`src/rtl/wb_arbiter_pkg.sv`:
```
// Shared register-file widths, hold-register type and helpers for the writeback arbiter.
package wb_arbiter_pkg;

    localparam int REG_CNT = 32;
    localparam int ADDR_W  = 5;
    localparam int DATA_W  = 32;

    typedef logic [ADDR_W-1:0] reg_addr_t;
    typedef logic [DATA_W-1:0] reg_data_t;

    localparam reg_addr_t REG_ZERO = '0;

    typedef enum logic {
        PORT0 = 1'b0,
        PORT1 = 1'b1
    } port_t;

    // old is set once the other port has been accepted while this entry waited.
    typedef struct packed {
        logic      valid;
        logic      old;
        reg_addr_t rd;
        reg_data_t data;
    } hold_t;

    function automatic hold_t next_hold(hold_t cur, logic acc, logic grt, logic other_acc,
                                        reg_addr_t rd, reg_data_t data);
        hold_t nxt;
        nxt = cur;
        if (acc) begin
            nxt.valid = (rd != REG_ZERO);
            nxt.old   = 1'b0;
            nxt.rd    = rd;
            nxt.data  = data;
        end else if (grt) begin
            nxt.valid = 1'b0;
        end else if (other_acc && cur.valid) begin
            nxt.old = 1'b1;
        end
        return nxt;
    endfunction

endpackage

```
`src/rtl/wb_arbiter_if.sv`:
```
// Writeback bus: two result requesters, decode issue/query and the register file write port.
interface wb_arbiter_if;
    import wb_arbiter_pkg::*;

    logic      req0_valid;
    reg_addr_t req0_rd;
    reg_data_t req0_data;
    logic      req0_ready;
    logic      req1_valid;
    reg_addr_t req1_rd;
    reg_data_t req1_data;
    logic      req1_ready;
    logic      issue_valid;
    reg_addr_t issue_rd;
    reg_addr_t rs1_addr;
    reg_addr_t rs2_addr;
    logic      rs1_busy;
    logic      rs2_busy;
    logic      we;
    reg_addr_t w_addr;
    reg_data_t w_data;
    logic      idle;

    modport master (
        output req0_valid, req0_rd, req0_data, req1_valid, req1_rd, req1_data,
        output issue_valid, issue_rd, rs1_addr, rs2_addr,
        input  req0_ready, req1_ready, rs1_busy, rs2_busy, we, w_addr, w_data, idle
    );

    modport slave (
        input  req0_valid, req0_rd, req0_data, req1_valid, req1_rd, req1_data,
        input  issue_valid, issue_rd, rs1_addr, rs2_addr,
        output req0_ready, req1_ready, rs1_busy, rs2_busy, we, w_addr, w_data, idle
    );

endinterface

```
`src/rtl/wb_scoreboard.sv`:
```
// Per-register busy bits: set on issue, cleared when the write reaches the output stage.
module wb_scoreboard
    import wb_arbiter_pkg::*;
(
    input  logic      clk,
    input  logic      rst,
    input  logic      set_en,
    input  reg_addr_t set_addr,
    input  logic      clr_en,
    input  reg_addr_t clr_addr,
    input  reg_addr_t rs1_addr,
    input  reg_addr_t rs2_addr,
    output logic      rs1_busy,
    output logic      rs2_busy
);

    logic [REG_CNT-1:0] busy;

    // The set is written last so a newly issued writer keeps its register busy.
    always_ff @(posedge clk) begin
        if (rst) begin
            busy <= '0;
        end else begin
            if (clr_en) begin
                busy[clr_addr] <= 1'b0;
            end
            if (set_en && (set_addr != REG_ZERO)) begin
                busy[set_addr] <= 1'b1;
            end
        end
    end

    assign rs1_busy = (rs1_addr != REG_ZERO) && busy[rs1_addr];
    assign rs2_busy = (rs2_addr != REG_ZERO) && busy[rs2_addr];

endmodule

```
`src/rtl/wb_arbiter.sv`:
```
// Two-port writeback arbiter: oldest-first with round-robin ties, registered write port.
module wb_arbiter
    import wb_arbiter_pkg::*;
(
    input  logic         clk,
    input  logic         rst,
    wb_arbiter_if.slave  bus
);

    hold_t      hold0;
    hold_t      hold1;
    hold_t      win_hold;
    port_t      tie_ptr;
    port_t      winner;
    logic       win_any;
    logic       tie;
    logic [1:0] grant;
    logic [1:0] ready;
    logic [1:0] accept;

    always_comb begin
        grant   = '0;
        win_any = 1'b0;
        tie     = 1'b0;
        winner  = PORT0;
        if (hold0.valid && hold1.valid) begin
            win_any = 1'b1;
            if (hold0.old != hold1.old) begin
                winner = hold1.old ? PORT1 : PORT0;
            end else begin
                tie    = 1'b1;
                winner = tie_ptr;
            end
        end else if (hold0.valid) begin
            win_any = 1'b1;
            winner  = PORT0;
        end else if (hold1.valid) begin
            win_any = 1'b1;
            winner  = PORT1;
        end
        grant[0] = win_any && (winner == PORT0);
        grant[1] = win_any && (winner == PORT1);
    end

    assign win_hold = (winner == PORT1) ? hold1 : hold0;

    // A port may take a new result whenever its slot is empty or leaving this edge.
    assign ready[0]  = !rst && (!hold0.valid || grant[0]);
    assign ready[1]  = !rst && (!hold1.valid || grant[1]);
    assign accept[0] = bus.req0_valid && ready[0];
    assign accept[1] = bus.req1_valid && ready[1];

    always_ff @(posedge clk) begin
        if (rst) begin
            hold0   <= '0;
            hold1   <= '0;
            tie_ptr <= PORT0;
        end else begin
            hold0 <= next_hold(hold0, accept[0], grant[0], accept[1], bus.req0_rd, bus.req0_data);
            hold1 <= next_hold(hold1, accept[1], grant[1], accept[0], bus.req1_rd, bus.req1_data);
            if (tie) begin
                tie_ptr <= (winner == PORT0) ? PORT1 : PORT0;
            end
        end
    end

    always_ff @(posedge clk) begin
        if (rst) begin
            bus.we     <= 1'b0;
            bus.w_addr <= '0;
            bus.w_data <= '0;
        end else begin
            bus.we <= win_any;
            if (win_any) begin
                bus.w_addr <= win_hold.rd;
                bus.w_data <= win_hold.data;
            end
        end
    end

    assign bus.req0_ready = ready[0];
    assign bus.req1_ready = ready[1];
    assign bus.idle       = !hold0.valid && !hold1.valid && !bus.we;

    wb_scoreboard u_scoreboard (
        .clk      (clk),
        .rst      (rst),
        .set_en   (bus.issue_valid),
        .set_addr (bus.issue_rd),
        .clr_en   (win_any),
        .clr_addr (win_hold.rd),
        .rs1_addr (bus.rs1_addr),
        .rs2_addr (bus.rs2_addr),
        .rs1_busy (bus.rs1_busy),
        .rs2_busy (bus.rs2_busy)
    );

endmodule

```
`src/flat_wrapper.sv`:
```
// flat-port wrapper written by rule: the top's interface ports become plain ports
module wb_arbiter_flat import wb_arbiter_pkg::*;
  (clk, rst, bus_req0_valid, bus_req0_rd, bus_req0_data, bus_req1_valid, bus_req1_rd, bus_req1_data, bus_issue_valid, bus_issue_rd, bus_rs1_addr, bus_rs2_addr, bus_req0_ready, bus_req1_ready, bus_rs1_busy, bus_rs2_busy, bus_we, bus_w_addr, bus_w_data, bus_idle);
  wb_arbiter_if bus_i ();
  input  logic clk;
  input  logic rst;
  input wire logic [$bits(bus_i.req0_valid)-1:0] bus_req0_valid;
  input wire logic [$bits(bus_i.req0_rd)-1:0] bus_req0_rd;
  input wire logic [$bits(bus_i.req0_data)-1:0] bus_req0_data;
  input wire logic [$bits(bus_i.req1_valid)-1:0] bus_req1_valid;
  input wire logic [$bits(bus_i.req1_rd)-1:0] bus_req1_rd;
  input wire logic [$bits(bus_i.req1_data)-1:0] bus_req1_data;
  input wire logic [$bits(bus_i.issue_valid)-1:0] bus_issue_valid;
  input wire logic [$bits(bus_i.issue_rd)-1:0] bus_issue_rd;
  input wire logic [$bits(bus_i.rs1_addr)-1:0] bus_rs1_addr;
  input wire logic [$bits(bus_i.rs2_addr)-1:0] bus_rs2_addr;
  output wire logic [$bits(bus_i.req0_ready)-1:0] bus_req0_ready;
  output wire logic [$bits(bus_i.req1_ready)-1:0] bus_req1_ready;
  output wire logic [$bits(bus_i.rs1_busy)-1:0] bus_rs1_busy;
  output wire logic [$bits(bus_i.rs2_busy)-1:0] bus_rs2_busy;
  output wire logic [$bits(bus_i.we)-1:0] bus_we;
  output wire logic [$bits(bus_i.w_addr)-1:0] bus_w_addr;
  output wire logic [$bits(bus_i.w_data)-1:0] bus_w_data;
  output wire logic [$bits(bus_i.idle)-1:0] bus_idle;
  assign bus_i.req0_valid = bus_req0_valid;
  assign bus_i.req0_rd = bus_req0_rd;
  assign bus_i.req0_data = bus_req0_data;
  assign bus_i.req1_valid = bus_req1_valid;
  assign bus_i.req1_rd = bus_req1_rd;
  assign bus_i.req1_data = bus_req1_data;
  assign bus_i.issue_valid = bus_issue_valid;
  assign bus_i.issue_rd = bus_issue_rd;
  assign bus_i.rs1_addr = bus_rs1_addr;
  assign bus_i.rs2_addr = bus_rs2_addr;
  assign bus_req0_ready = bus_i.req0_ready;
  assign bus_req1_ready = bus_i.req1_ready;
  assign bus_rs1_busy = bus_i.rs1_busy;
  assign bus_rs2_busy = bus_i.rs2_busy;
  assign bus_we = bus_i.we;
  assign bus_w_addr = bus_i.w_addr;
  assign bus_w_data = bus_i.w_data;
  assign bus_idle = bus_i.idle;
  wb_arbiter u_core (.clk(clk), .rst(rst), .bus(bus_i));
endmodule
```
`config.mk`:
```
export PLATFORM = sky130hd
export DESIGN_NAME = wb_arbiter_flat
export DESIGN_NICKNAME = d
export VERILOG_FILES = /design/src/rtl/wb_arbiter_pkg.sv /design/src/rtl/wb_arbiter_if.sv /design/src/rtl/wb_scoreboard.sv /design/src/rtl/wb_arbiter.sv /design/src/flat_wrapper.sv
export SDC_FILE = /design/constraint.sdc
export NUM_CORES = 1
export LEC_CHECK = 0
export BUFFER_PORTS_ARGS = -buffer_cell sky130_fd_sc_hd__buf_4
export CAP_MARGIN = 20
export CORE_ASPECT_RATIO = 0.8
export CORE_MARGIN = 2
export CORE_UTILIZATION = 45
export CTS_CLUSTER_SIZE = 12
export DETAILED_ROUTE_END_ITERATION = 12
export GPL_TIMING_DRIVEN = 0
export PLACE_DENSITY = 0.67
export SYNTH_ARGS = -nofsm -noshare
export SYNTH_HDL_FRONTEND = slang
export SYNTH_HIERARCHICAL = 1
export SYNTH_SLANG_ARGS = --single-unit
```
`constraint.sdc`:
```
create_clock -name clk -period 2.9 [get_ports clk]
set_clock_uncertainty 0.15 [all_clocks]
set_input_delay 0.58 -clock clk [delete_from_list [all_inputs] [get_ports clk]]
set_output_delay 0.58 -clock clk [all_outputs]
set_load 0.05 [all_outputs]
```
==> results.toml <==
[run_status]
status = "complete, but fails checks"
violations = "negative setup slack"

[floorplanning]
die_w_um = 141
fp.dieArea_um2 = 16000
num_io_pins = 137
initial_core_util_pct = 45.5
fp.dieH_um = 114
core_um2 = 14900
rows = 40

[drt]
firstDrtPassIters = 5
ant_nets = 0
avgViaCountPerCell = 5.54
via_count = 6221
drtIter0Drc = 460
wire_per_inst_um = 17.5
routed_wl_mm = 19.6
drc = 0

[pwr]
p_int_uw = 3930
swShare_pct = 26.6
p_seq_share_pct = 41.6
power.density_nw_per_um2 = 620
p_leak_uw = 0.00342
power.switching_uw = 1430
combPwrFrac_pct = 15.3
p_clk_share_pct = 43.2
vdd_ir_drop_max_mv = 0.496

[worst_hold_path]
holdPathStages = 3
hold_class = "input port to flop"
hp-start = "bus_req1_data[1]"
holdPathEnd = "u_core/hold1[1]"

[grt]
antenna_found_initial = 0
grt_pass1_vias = 5940
grtUsageTotal_pct = 24.9
grt_pass1_wl_mm = 31.3
gr-total-overflow = 0
grt_max_degree = 17

[sta]
post-route-min-period_ns = 2.92
period_share_pct = 101
fin_ws_ns = -0.0222
tns_ns = -0.0222
max_freq_mhz = 342
timing_worst_slew_pin_value_ns = 0.689
rsz0062_at_grt = "true"
maxSlewHeadroom_pct = 53.9
fin_hold_ws_ns = 0.244
finalSetupViolCount = 1
slew_viol_final = 0
final-hold-violation-count = 0

[placement]
dp_cells = 1092
io_buffers = 130
place_area_um2 = 7990
hpwl_mm = 14.1
gp_congestion = 0.910

[critical_path]
crit_slowest_cell = "or4_4"
required_ns = 2.17
crit_path_max_fanout = 3
cp-start-kind = "flop"
arrival_ns = 2.19
reg2reg_to = "u_core/u_scoreboard/busy[28]"
critical_path_class = "flop to output port"
cp_num_buf_inv = 1
cp-end-kind = "output port"
worstPathCellList = "mux4_2 > mux2i_2 > nor4_1 > or4_4 > buf_8"
cpPeakStageDelay_ns = 0.49
crit_family = "multiplexers"
r2r_setup_slack_ns = 0.26
ff2ff_path_depth = 8
rr_startpoint = "u_core/tie_ptr"

[clocking]
insertion_delay_ns = 0.42
post-cts-setup-buffers = 0
clock_path_buffers = 2
cts-buffers-inserted = 17
cts_max_level = 4
tritoncts = "built"
clkSinkCount = 149
cts_hold_buf = 0
path_clk_slew_ns = 0.06
clock-root-buffer = "clkbuf_16"

[logic_synthesis]
netlist_area_um2 = 6770
ys_warn_count = 6
synthFlopType = "dfxtp_1"
syn-num-nets = 867
seq_area_frac_synth_pct = 44.1
synth_async_sr_flop_share_pct = 0
yosysUniqueCellTypes = 51
synth_edf_count = 0
syn_inst = 773
syn-mean-instance-area_um2 = 8.75
ys_ff_latch = 149

[final_layout]
fin_util_pct = 58.2
syn_to_final_growth_pct = 27.8
finalInstanceArea_um2 = 8650
n_antenna_cell = 0
nets = 1015
drive_gt1_share_pct = 27.1
finalNonFillerCells = 1123

[run]
max_cap_violations = 0
metrics by stage:
step           worst slack, ns  power [uW]
6_report               -0.0222        5360
5_1_grt                -0.0501        5560
3_5_place_dp            -0.117        3080
2_1_floorplan           0.0124        2770
3_3_place_gp            -0.130        3070
4_1_cts                -0.0401        5390
logic make-up after synthesis:
group	synth area share, %
AO/OA/AOI/OAI	22.5
XOR/XNOR	0.129
buffers and inverters	5.01
flip-flops	44.1
multiplexers	7.34
AND/OR/NAND/NOR	20.9
power by group through the flow:
stage	Clock, uW	Sequential, uW	Combinational, uW
after floorplan	0	2390	381
after global placement	0	2270	804
after detailed placement	0	2270	809
after CTS	2350	2230	815
after global routing	2430	2240	883
final	2320	2230	818
cells in the mapped netlist (3+ instances only):
library cell | count | area share [%]
nand3_1 | 3 | 0.22
a21oi_2 | 5 | 0.65
nor2b_1 | 32 | 3.0
clkbuf_1 | 22 | 1.2
o21ai_0 | 34 | 2.5
or4_1 | 3 | 0.33
nor3b_1 | 7 | 0.78
nor2_1 | 57 | 3.2
a211oi_1 | 28 | 3.1
nor3_1 | 3 | 0.22
nand3b_1 | 6 | 0.67
mux2i_1 | 5 | 0.74
dfxtp_1 | 149 | 44
mux4_2 | 14 | 4.7
a21oi_1 | 103 | 7.6
nand2_1 | 185 | 10
o221a_2 | 4 | 0.67
and3b_1 | 3 | 0.39
buf_2 | 21 | 1.6
buf_6 | 11 | 1.8
o221a_1 | 33 | 5.5
mux2_2 | 7 | 1.2
layout make-up:
type | count | area (um2)
fillers | 1395 | 6210
multi-input cells | 564 | 3460
flip-flops and latches | 149 | 2990
repair buffers | 130 | 987
clock buffers | 19 | 443
plain buffers | 57 | 348
well taps | 189 | 236
clock inverters | 13 | 181
inverters | 2 | 7.51
state kept, by name (all words and copies together), names as in the netlist:
register and count:
u_core/bus.w_addr 5, u_core/hold0 39, u_core/tie_ptr 1, u_core/bus.w_data 32, u_core/hold1 39, u_core/bus.we 1
u_core/u_scoreboard/busy 32
worst register-to-register path: cells and delay by family (launching register included):
family	cells	cell delay, ns
AOI/OAI and AO/OA	4	0.84
and+or+nand+nor	1	0.61
DFF	1	0.31
muxes	1	0.31
buffers and inverters	2	0.30
worst max path at each step:
stage                                start      endpoint  slack (ns)  depth (start not counted)
2_1_floorplan              bus_rs1_addr[1]  bus_rs1_busy        0.01                          5
3_3_place_gp               bus_rs2_addr[1]  bus_rs2_busy       -0.13                          6
3_5_place_dp               bus_rs2_addr[1]  bus_rs2_busy       -0.12                          6
4_1_cts                    bus_rs2_addr[0]  bus_rs2_busy       -0.04                          6
5_1_grt        u_core/u_scoreboard/busy[6]  bus_rs2_busy       -0.05                          5
6_report       u_core/u_scoreboard/busy[6]  bus_rs2_busy       -0.02                          5
per-layer routing:
layer	GRT usage (%)	share of wire, %	wire length [um]	vias to the layer above
li1	-	-	-	3038
met1	37.3	49	9560	2912
met2	36.2	42	8220	252
met3	5.75	8.3	1630	19
met4	6.40	1.0	197	0
met5	0	0	0	-
placed cells by master, fill, tap and decap left out, types with 4 or more instances in the layout:
| cell | count |
|---|---|
| o221a_1 | 33 |
| clkbuf_1 | 20 |
| a21oi_1 | 103 |
| a21oi_2 | 5 |
| dfxtp_2 | 7 |
| clkbuf_16 | 17 |
| mux2_2 | 7 |
| nand3b_1 | 6 |
| dfxtp_1 | 142 |
| clkinvlp_4 | 5 |
| nor2b_1 | 31 |
| o221a_2 | 4 |
| nor2_1 | 57 |
| nand2_1 | 185 |
| a211oi_1 | 28 |
| o21ai_0 | 34 |
| buf_2 | 20 |
| nor3b_1 | 7 |
| buf_4 | 128 |
| buf_6 | 12 |
| mux4_2 | 16 |
| bufinv_16 | 4 |
repair_timing:
item | in CTS | in global routing
pin swaps | 0 | 2
gates cloned | 0 | 0
setup endpoints to repair | 3 | 6
gates resized for setup | 9 | 13
Note: power is estimated with default switching activity, not from simulation.
